<file path="config.mk">
export PLATFORM = sky130hd
export DESIGN_NAME = musb_mult_accum
export DESIGN_NICKNAME = d
export VERILOG_FILES = /design/src/rtl/musb_mult_accum.sv
export SDC_FILE = /design/constraint.sdc
export NUM_CORES = 2
export LEC_CHECK = 0
export CAP_MARGIN = 30
export CORE_UTILIZATION = 50
export CTS_BUF_LIST = sky130_fd_sc_hd__clkbuf_4
export DETAILED_ROUTE_END_ITERATION = 16
export GPL_ROUTABILITY_DRIVEN = 0
export PLACE_DENSITY = 0.7
export SLEW_MARGIN = 5
export SYNTH_ARGS = -nofsm -noshare
export SYNTH_HDL_FRONTEND = slang
export SYNTH_SLANG_ARGS = --single-unit
</file>
<file path="constraint.sdc">
create_clock -name clk -period 6.9 [get_ports clk]
set_input_delay 1.38 -clock clk [delete_from_list [all_inputs] [get_ports clk]]
set_output_delay 1.38 -clock clk [all_outputs]
set_load 0.02 [all_outputs]
</file>
<file path="src/rtl/musb_mult_accum.sv">
`default_nettype none
// ============================================================================
// Module   : musb_mult_accum
// Purpose  : 4-stage pipelined signed/unsigned WIDTH x WIDTH multiplier with
//            optional multiply-add / multiply-subtract for the MUSB execute
//            stage. One result per accepted operation; stall freezes the
//            pipe, flush kills everything in flight.
// Config   : MUSB_MULT_ACCUM_EN - when defined, op selects MUL/MADD/MSUB and
//            the accum_in/op pipeline registers plus the accumulate adder are
//            built. When undefined every operation is a plain MUL.
// Ports    : clk, rst (async, active-high)
//            input_a, input_b   - WIDTH-bit operands
//            accum_in           - 2*WIDTH-bit accumulator operand
//            signed_operation   - 1: two's-complement operands
//            op                 - 00 MUL, 01 MADD, 10 MSUB, 11 MUL
//            enable_op          - valid operation this cycle
//            stall, flush       - pipeline control (flush wins over stall)
//            mult_result        - registered 2*WIDTH-bit result
//            active             - any stage holds a valid operation
//            ready              - mult_result holds a valid result
// Revision : 1.0 - initial release
// ============================================================================
module musb_mult_accum #(
  parameter int WIDTH = 32
) (
  input  logic                 clk,
  input  logic                 rst,
  input  logic [WIDTH-1:0]     input_a,
  input  logic [WIDTH-1:0]     input_b,
  input  logic [2*WIDTH-1:0]   accum_in,
  input  logic                 signed_operation,
  input  logic [1:0]           op,
  input  logic                 enable_op,
  input  logic                 stall,
  input  logic                 flush,
  output logic [2*WIDTH-1:0]   mult_result,
  output logic                 active,
  output logic                 ready
);

  localparam int HALF = WIDTH / 2;
  localparam int DW   = 2 * WIDTH;

  // Data moves only on edges that neither stall nor flush.
  logic w_adv;
  assign w_adv = ~stall & ~flush;

  // ---------------- Stage 1: magnitudes ----------------
  // Sign-extend before negating so -2^(WIDTH-1) yields its exact magnitude.
  logic             w_sign_a, w_sign_b;
  logic [WIDTH:0]   w_a_ext, w_b_ext, w_mag_a, w_mag_b;

  assign w_sign_a = signed_operation & input_a[WIDTH-1];
  assign w_sign_b = signed_operation & input_b[WIDTH-1];
  assign w_a_ext  = {w_sign_a, input_a};
  assign w_b_ext  = {w_sign_b, input_b};
  assign w_mag_a  = w_sign_a ? -w_a_ext : w_a_ext;
  assign w_mag_b  = w_sign_b ? -w_b_ext : w_b_ext;

  logic [3:0]       r_valid;
  logic [WIDTH:0]   r_mag_a, r_mag_b;
  logic             r_sign_p1, r_sign_p2, r_sign_p3;

  // ---------------- Stage 2: partial products ----------------
  logic [WIDTH-1:0] w_ll, w_hh;
  logic [WIDTH:0]   w_lh, w_hl;

  assign w_ll = {{HALF{1'b0}}, r_mag_a[HALF-1:0]} * {{HALF{1'b0}}, r_mag_b[HALF-1:0]};
  assign w_lh = {{(HALF+1){1'b0}}, r_mag_a[HALF-1:0]} * {{HALF{1'b0}}, r_mag_b[WIDTH:HALF]};
  assign w_hl = {{HALF{1'b0}}, r_mag_a[WIDTH:HALF]} * {{(HALF+1){1'b0}}, r_mag_b[HALF-1:0]};
  assign w_hh = {{HALF{1'b0}}, r_mag_a[WIDTH-1:HALF]} * {{HALF{1'b0}}, r_mag_b[WIDTH-1:HALF]};

  logic [WIDTH-1:0] r_ll2, r_hh2;
  logic [WIDTH:0]   r_lh2, r_hl2;

  // ---------------- Stage 3: middle sum ----------------
  logic [WIDTH-1:0] r_ll3, r_hh3;
  logic [WIDTH:0]   r_mid3;

  // ---------------- Stage 4: recombine, sign, accumulate ----------------
  logic [WIDTH+HALF-1:0] w_upper;
  logic [DW-1:0]         w_p, w_sp, w_res;

  assign w_upper = {r_hh3, r_ll3[WIDTH-1:HALF]} + {{(HALF-1){1'b0}}, r_mid3};
  assign w_p     = {w_upper, r_ll3[HALF-1:0]};
  assign w_sp    = r_sign_p3 ? -w_p : w_p;

`ifdef MUSB_MULT_ACCUM_EN
  logic [1:0]    r_op1, r_op2, r_op3;
  logic [DW-1:0] r_acc1, r_acc2, r_acc3;

  always_comb begin
    w_res = w_sp;
    case (r_op3)
      2'b01:   w_res = r_acc3 + w_sp;
      2'b10:   w_res = r_acc3 - w_sp;
      default: w_res = w_sp;
    endcase
  end

  always_ff @(posedge clk) begin
    if (w_adv) begin
      r_acc1 <= accum_in;
      r_acc2 <= r_acc1;
      r_acc3 <= r_acc2;
    end
  end
`else
  // op and accum_in have no function in the MUL-only build.
  logic w_unused;
  assign w_unused = ^{op, accum_in};
  assign w_res    = w_sp;
`endif

  // Control, sign and result registers: cleared asynchronously by rst.
  always_ff @(posedge clk or posedge rst) begin
    if (rst) begin
      r_valid     <= '0;
      r_sign_p1   <= 1'b0;
      r_sign_p2   <= 1'b0;
      r_sign_p3   <= 1'b0;
      mult_result <= '0;
`ifdef MUSB_MULT_ACCUM_EN
      r_op1       <= 2'b00;
      r_op2       <= 2'b00;
      r_op3       <= 2'b00;
`endif
    end else begin
      if (flush) begin
        r_valid <= '0;
      end else if (!stall) begin
        r_valid <= {r_valid[2:0], enable_op};
      end
      if (w_adv) begin
        r_sign_p1   <= w_sign_a ^ w_sign_b;
        r_sign_p2   <= r_sign_p1;
        r_sign_p3   <= r_sign_p2;
        mult_result <= w_res;
`ifdef MUSB_MULT_ACCUM_EN
        r_op1       <= op;
        r_op2       <= r_op1;
        r_op3       <= r_op2;
`endif
      end
    end
  end

  // Pure datapath registers: no reset needed, valid flags gate them.
  always_ff @(posedge clk) begin
    if (w_adv) begin
      r_mag_a <= w_mag_a;
      r_mag_b <= w_mag_b;
      r_ll2   <= w_ll;
      r_lh2   <= w_lh;
      r_hl2   <= w_hl;
      r_hh2   <= w_hh;
      r_ll3   <= r_ll2;
      r_hh3   <= r_hh2;
      r_mid3  <= r_lh2 + r_hl2;
    end
  end

  assign active = |r_valid;
  assign ready  = r_valid[3];

endmodule
`default_nettype wire

</file>
# ---- After elaboration in Yosys (flattened, before gate mapping)
# Cells that the tools add are included.
dict set report totals {
  reg_bits 364
  in_bits 136
  out_inout_bits 66
}
dict set report classes {
  n_addsub 5
  n_mul 4
  eq_ne 1
  muxes 5
  bitwise 6
  reduce_logical 1
}
# cell n
set op_table {}
lappend op_table {{33-bit negator} 2}
lappend op_table {{16-bit by 16-bit multiplier with 32-bit output} 2}
lappend op_table {{32-bit 2-to-1 mux} 2}
lappend op_table {{64-bit 2-to-1 mux} 1}
lappend op_table {{64-bit negator} 1}
lappend op_table {{48-bit by 33-bit adder with 48-bit output} 1}
lappend op_table {{33-bit adder} 1}
lappend op_table {{16-bit by 17-bit multiplier with 33-bit output} 1}
lappend op_table {{17-bit by 16-bit multiplier with 33-bit output} 1}
lappend op_table {{4-bit 2-to-1 mux} 2}
lappend op_table {{4-bit OR reduction} 1}
lappend op_table {{1-bit AND} 3}
lappend op_table {{2-bit by 1-bit inequality test with 1-bit output (second input constant)} 1}
lappend op_table {{1-bit inverter} 2}
lappend op_table {{1-bit bitwise XOR} 1}

# ---- Logic depth before layout (Yosys ltp)
dict set report logic_depth {
  word_depth 3
  ltp_mapped 26
  depth_no_buf 25
}

# ---- Worst setup path after synthesis
# Ideal clock, no wire load.
dict set report synth_path {
  kind {input-to-reg}
  from {input stall}
  to {register mult_result[43]}
  arrival_ns 11.364
  required_time_ns 6.791
  slack_ns -4.574
  path_stages 6
  n_path_buf 3
  cell_sequence {clkbuf_1 -> or2_2 -> clkbuf_1 -> clkinv_1 -> buf_1 -> mux2_2}
}
dict set report synth_between {
  elab_chain_len 2
}
# item line_no
set synth_rtl {}
lappend synth_rtl {{start, declared} 34} ;# input logic stall,
lappend synth_rtl {{1-bit inverter} 46} ;# assign w_adv = ~stall & ~flush;
lappend synth_rtl {{1-bit AND} 46}
lappend synth_rtl {{via w_adv} 45} ;# logic w_adv;
lappend synth_rtl {{end signal, assigned} 138} ;# mult_result <= w_res;
lappend synth_rtl {{end, declared} 36} ;# output logic [2*WIDTH-1:0] mult_result,
# The timed path passes the listed nets, and every way through them passes these cells.
# A chain may end at the register's enable or synchronous reset.

# ---- Final worst setup path
dict set report layout_path {
  from {register r_mag_b[5]}
  to {register r_ll2[30], data pin}
}
dict set report layout_between {
  elab_chain_len 1
}
# item line_no
set layout_rtl {}
lappend layout_rtl {{start, declared} 61} ;# logic [WIDTH:0] r_mag_a, r_mag_b;
lappend layout_rtl {{start signal, assigned} 152} ;# r_mag_b <= w_mag_b;
lappend layout_rtl {{16-bit by 16-bit multiplier with 32-bit output} 68} ;# assign w_ll = {{HALF{1'b0}}, r_mag_a[HALF-1:0]} * {{HALF{1'b0}}, r_mag_b[HALF-1:0]};
lappend layout_rtl {{via w_ll[30]} 65} ;# logic [WIDTH-1:0] w_ll, w_hh;
lappend layout_rtl {{end signal, assigned} 153} ;# r_ll2 <= w_ll;
lappend layout_rtl {{end, declared} 73} ;# logic [WIDTH-1:0] r_ll2, r_hh2;
# The timed path passes the listed nets, and every way through them passes these cells.

==> impl_metrics.toml <==
[status]
outcome = "finished clean"

[layout]
area_growth_pct = 11.55
drive_gt1_share_pct = 7.772
fill_cells = 9103
fin_nets = 7168
final_core_util_pct = 56.36

[synthesis]
synth_edf_count = 293
synth.distinct_cells = 87
ys_seq_elements = 364
synth_cells = 5500
ys_warn_count = 0
synthesis.area_sq_um = 52440
yosysSeqAreaShare_pct = 20.17
async_flop_share_pct = 19.51
syn_avg_cell_area_sq_um = 9.535
ys.flop_type = "edfxtp_1"

[floorplanning]
rows = 118
die-area_sq_um = 106200
io_pins = 202
initial_core_util_pct = 50.53
chipWidth_um = 325.9
core_sq_um = 103800
dieHeight_um = 325.9

[clock_network]
hold_buffers = 0
h-tree-depth = 3
insertion_delay_ns = 0.89
cts_sinks = 364
clock_path_buffers = 3
tritoncts = "yes"
cts_buffers = 98
path_clk_slew_ns = 0.07
cts_root_buf = "clkbuf_4"

[route]
num_vias = 38561
totalWireLength_mm = 127.2
post_drt_wl_per_cell_um = 17.67
first_iter_violations = 2464
viasPerCell = 5.356
drc = 0
ant_nets = 0
firstDrtPassIters = 7

[critical_path]
r2r_start = "r_mag_b[5]"
regToRegEndpoint = "r_ll2[30]"
endpoint_kind = "flop"
crit_type = "flop to flop"
cp_data_required_time_ns = 7.51
rr_worst_depth = 23
cp_max_fo = 18
worstPathArrival_ns = 7.28
worst_setup_path_start_kind = "flop"
reg2reg_slack_ns = 0.23

[sta]
max_slew_margin_pct = 40.94
hold_violations = 0
finalMaxSlewViolations = 0
fin_crit_ns = 6.671
timing.final.crit_share_pct = 96.68
setup_viol = 0
fmax_mhz = 149.9
tightestPinTransition_ns = 0.8748
finClkSkew_ns = 0.09414

[global_routing]
track_usage_pct = 24.55
grt_overflow = 0
grt_pass1_vias = 40058
grt_pass1_wl_mm = 208.1
antenna_found_initial = 8
grt_max_degree = 134

[placed_design]
dp_hpwl_mm = 101.9
port_buffers = 135

[worst_hold_path]
holdPathEnd = "r_ll3[0]"
min_path_cells = 0
hp-start = "r_ll2[0]"
hold_class = "flop to flop"

[job]
drv_cap = 0
worst max-delay path: stages, from the launching register on:
cell      delay [ns]
edfxtp_1        0.41
buf_12          0.18
buf_4           0.22
and2_1          0.20
fa_1            0.51
inv_1           0.05
fa_1            0.47
fa_1            0.50
fa_1            0.55
inv_1           0.06
fa_1            0.50
fa_1            0.42
ha_1            0.30
a21o_1          0.20
a21oi_2         0.20
nand2_1         0.07
o211ai_1        0.20
nand2b_1        0.12
a311o_1         0.36
a211oi_1        0.29
a211o_1         0.23
o31a_1          0.17
a211oi_1        0.11
xnor2_1         0.13
cell type report:
cell class | instances | area, sq um | area share (%)
multi-input cells | 3950 | 37490 | 64.09
flip-flops and latches | 364 | 10580 | 18.08
repair buffers | 389 | 3876 | 6.626
inverters | 937 | 3526 | 6.027
well taps | 1380 | 1727 | 2.952
clock buffers | 127 | 953.4 | 1.630
clock inverters | 49 | 339.1 | 0.5796
diodes | 4 | 10.01 | 0.01711
what timing repair did:
item | 4_1_cts | 5_1_grt
setup endpoints to repair | 2 | 26
setup buffers | 1 | 35
pin swaps | 0 | 4
hold endpoints to repair | 0 | 0
gates resized for setup | 0 | 24
sequential cells by signal, indices dropped and copies added (netlist names):
name	count
r_hh2	32
r_mid3	33
r_sign_p3	1
r_hl2	33
r_ll3	32
r_sign_p2	1
mult_result	64
r_ll2	32
r_lh2	33
r_sign_p1	1
r_hh3	32
r_mag_a	33
r_mag_b	33
r_valid	4
per-stage QoR:
stage	instance area, sq um	worst slack [ns]	std cells	TNS, ns	hold slack (ns)
after floorplan	52450	0.08004	5501	0	0.4003
after global placement	56640	0.04966	6982	0	0.4024
after detailed placement	56640	-0.02387	6982	-0.02387	0.4045
after CTS	57950	0.007784	7159	0	0.2993
after global routing	58500	-0.03989	7200	-0.04183	0.3218
final	58500	0.2293	7200	0	0.3268
per-layer routing:
metal	vias up	track usage (%)	wire [um]
met5	-	0	27
met4	4	6.859	3478
met3	236	4.165	8929
met2	1332	40.34	58730
met1	19003	33.52	56080
li1	17986	-	-
cells in the mapped netlist, types with 17 or more instances:
cell type	number	area, sq um
inv_1	936	3513
fa_1	806	16140
nand2_1	743	2789
and2_1	532	3328
ha_1	486	6081
edfxtp_1	293	8798
clkbuf_1	241	904.6
xnor2_1	179	1568
nor2_1	173	649.4
a21oi_1	154	770.7
o21ai_0	147	735.7
xor2_1	108	945.9
dfrtp_1	71	1777
nand3_1	65	325.3
a21o_1	55	412.9
nor3_1	52	260.3
o31ai_1	34	255.2
nand2b_1	27	168.9
nor2b_1	25	156.4
o21a_1	25	187.7
a211oi_1	24	180.2
o21bai_1	23	172.7
and3_1	22	137.6
nand4_1	22	137.6
o211ai_1	17	127.6
or3_1	17	106.4
worst max path at each step:
stage | from | to | cells past startpoint
2_1_floorplan | stall | mult_result[43] | 6
3_3_place_gp | r_mag_a[3] | r_lh2[31] | 23
3_5_place_dp | r_mag_b[4] | r_ll2[31] | 22
4_1_cts | r_mag_a[2] | r_lh2[30] | 24
5_1_grt | r_mag_b[4] | r_hl2[31] | 25
6_report | r_mag_b[5] | r_ll2[30] | 23
cell families (layout without fill, tap and decap cells):
| family | Yosys count | after routing | synth area share, % |
|---|---|---|---|
| AOI/OAI and AO/OA | 615 | 615 | 7.654 |
| muxes | 10 | 10 | 0.1933 |
| other | 1 | 6 | 0.007151 |
| buffers and inverters | 1187 | 1502 | 8.510 |
| xor gates and xnor gates | 287 | 287 | 4.793 |
| and+or+nand+nor | 1744 | 1744 | 16.31 |
| DFF | 364 | 364 | 20.17 |
| adders and majority gates | 1292 | 1292 | 42.36 |
placed cells by master (no fill, tap or decap), types with 65 or more instances in the layout:
cell type and n:
xor2_1 108, nand2_1 743, buf_4 203, nand3_1 65, dfrtp_1 70, fa_1 806, inv_1 935, ha_1 486
a21oi_1 150, clkbuf_4 127, edfxtp_1 293, o21ai_0 144, and2_1 532, xnor2_1 179, nor2_1 172, clkdlybuf4s50_1 135
Power is not shown: default switching activity piles up to over one toggle a cycle in this logic, so the estimate is an artifact.
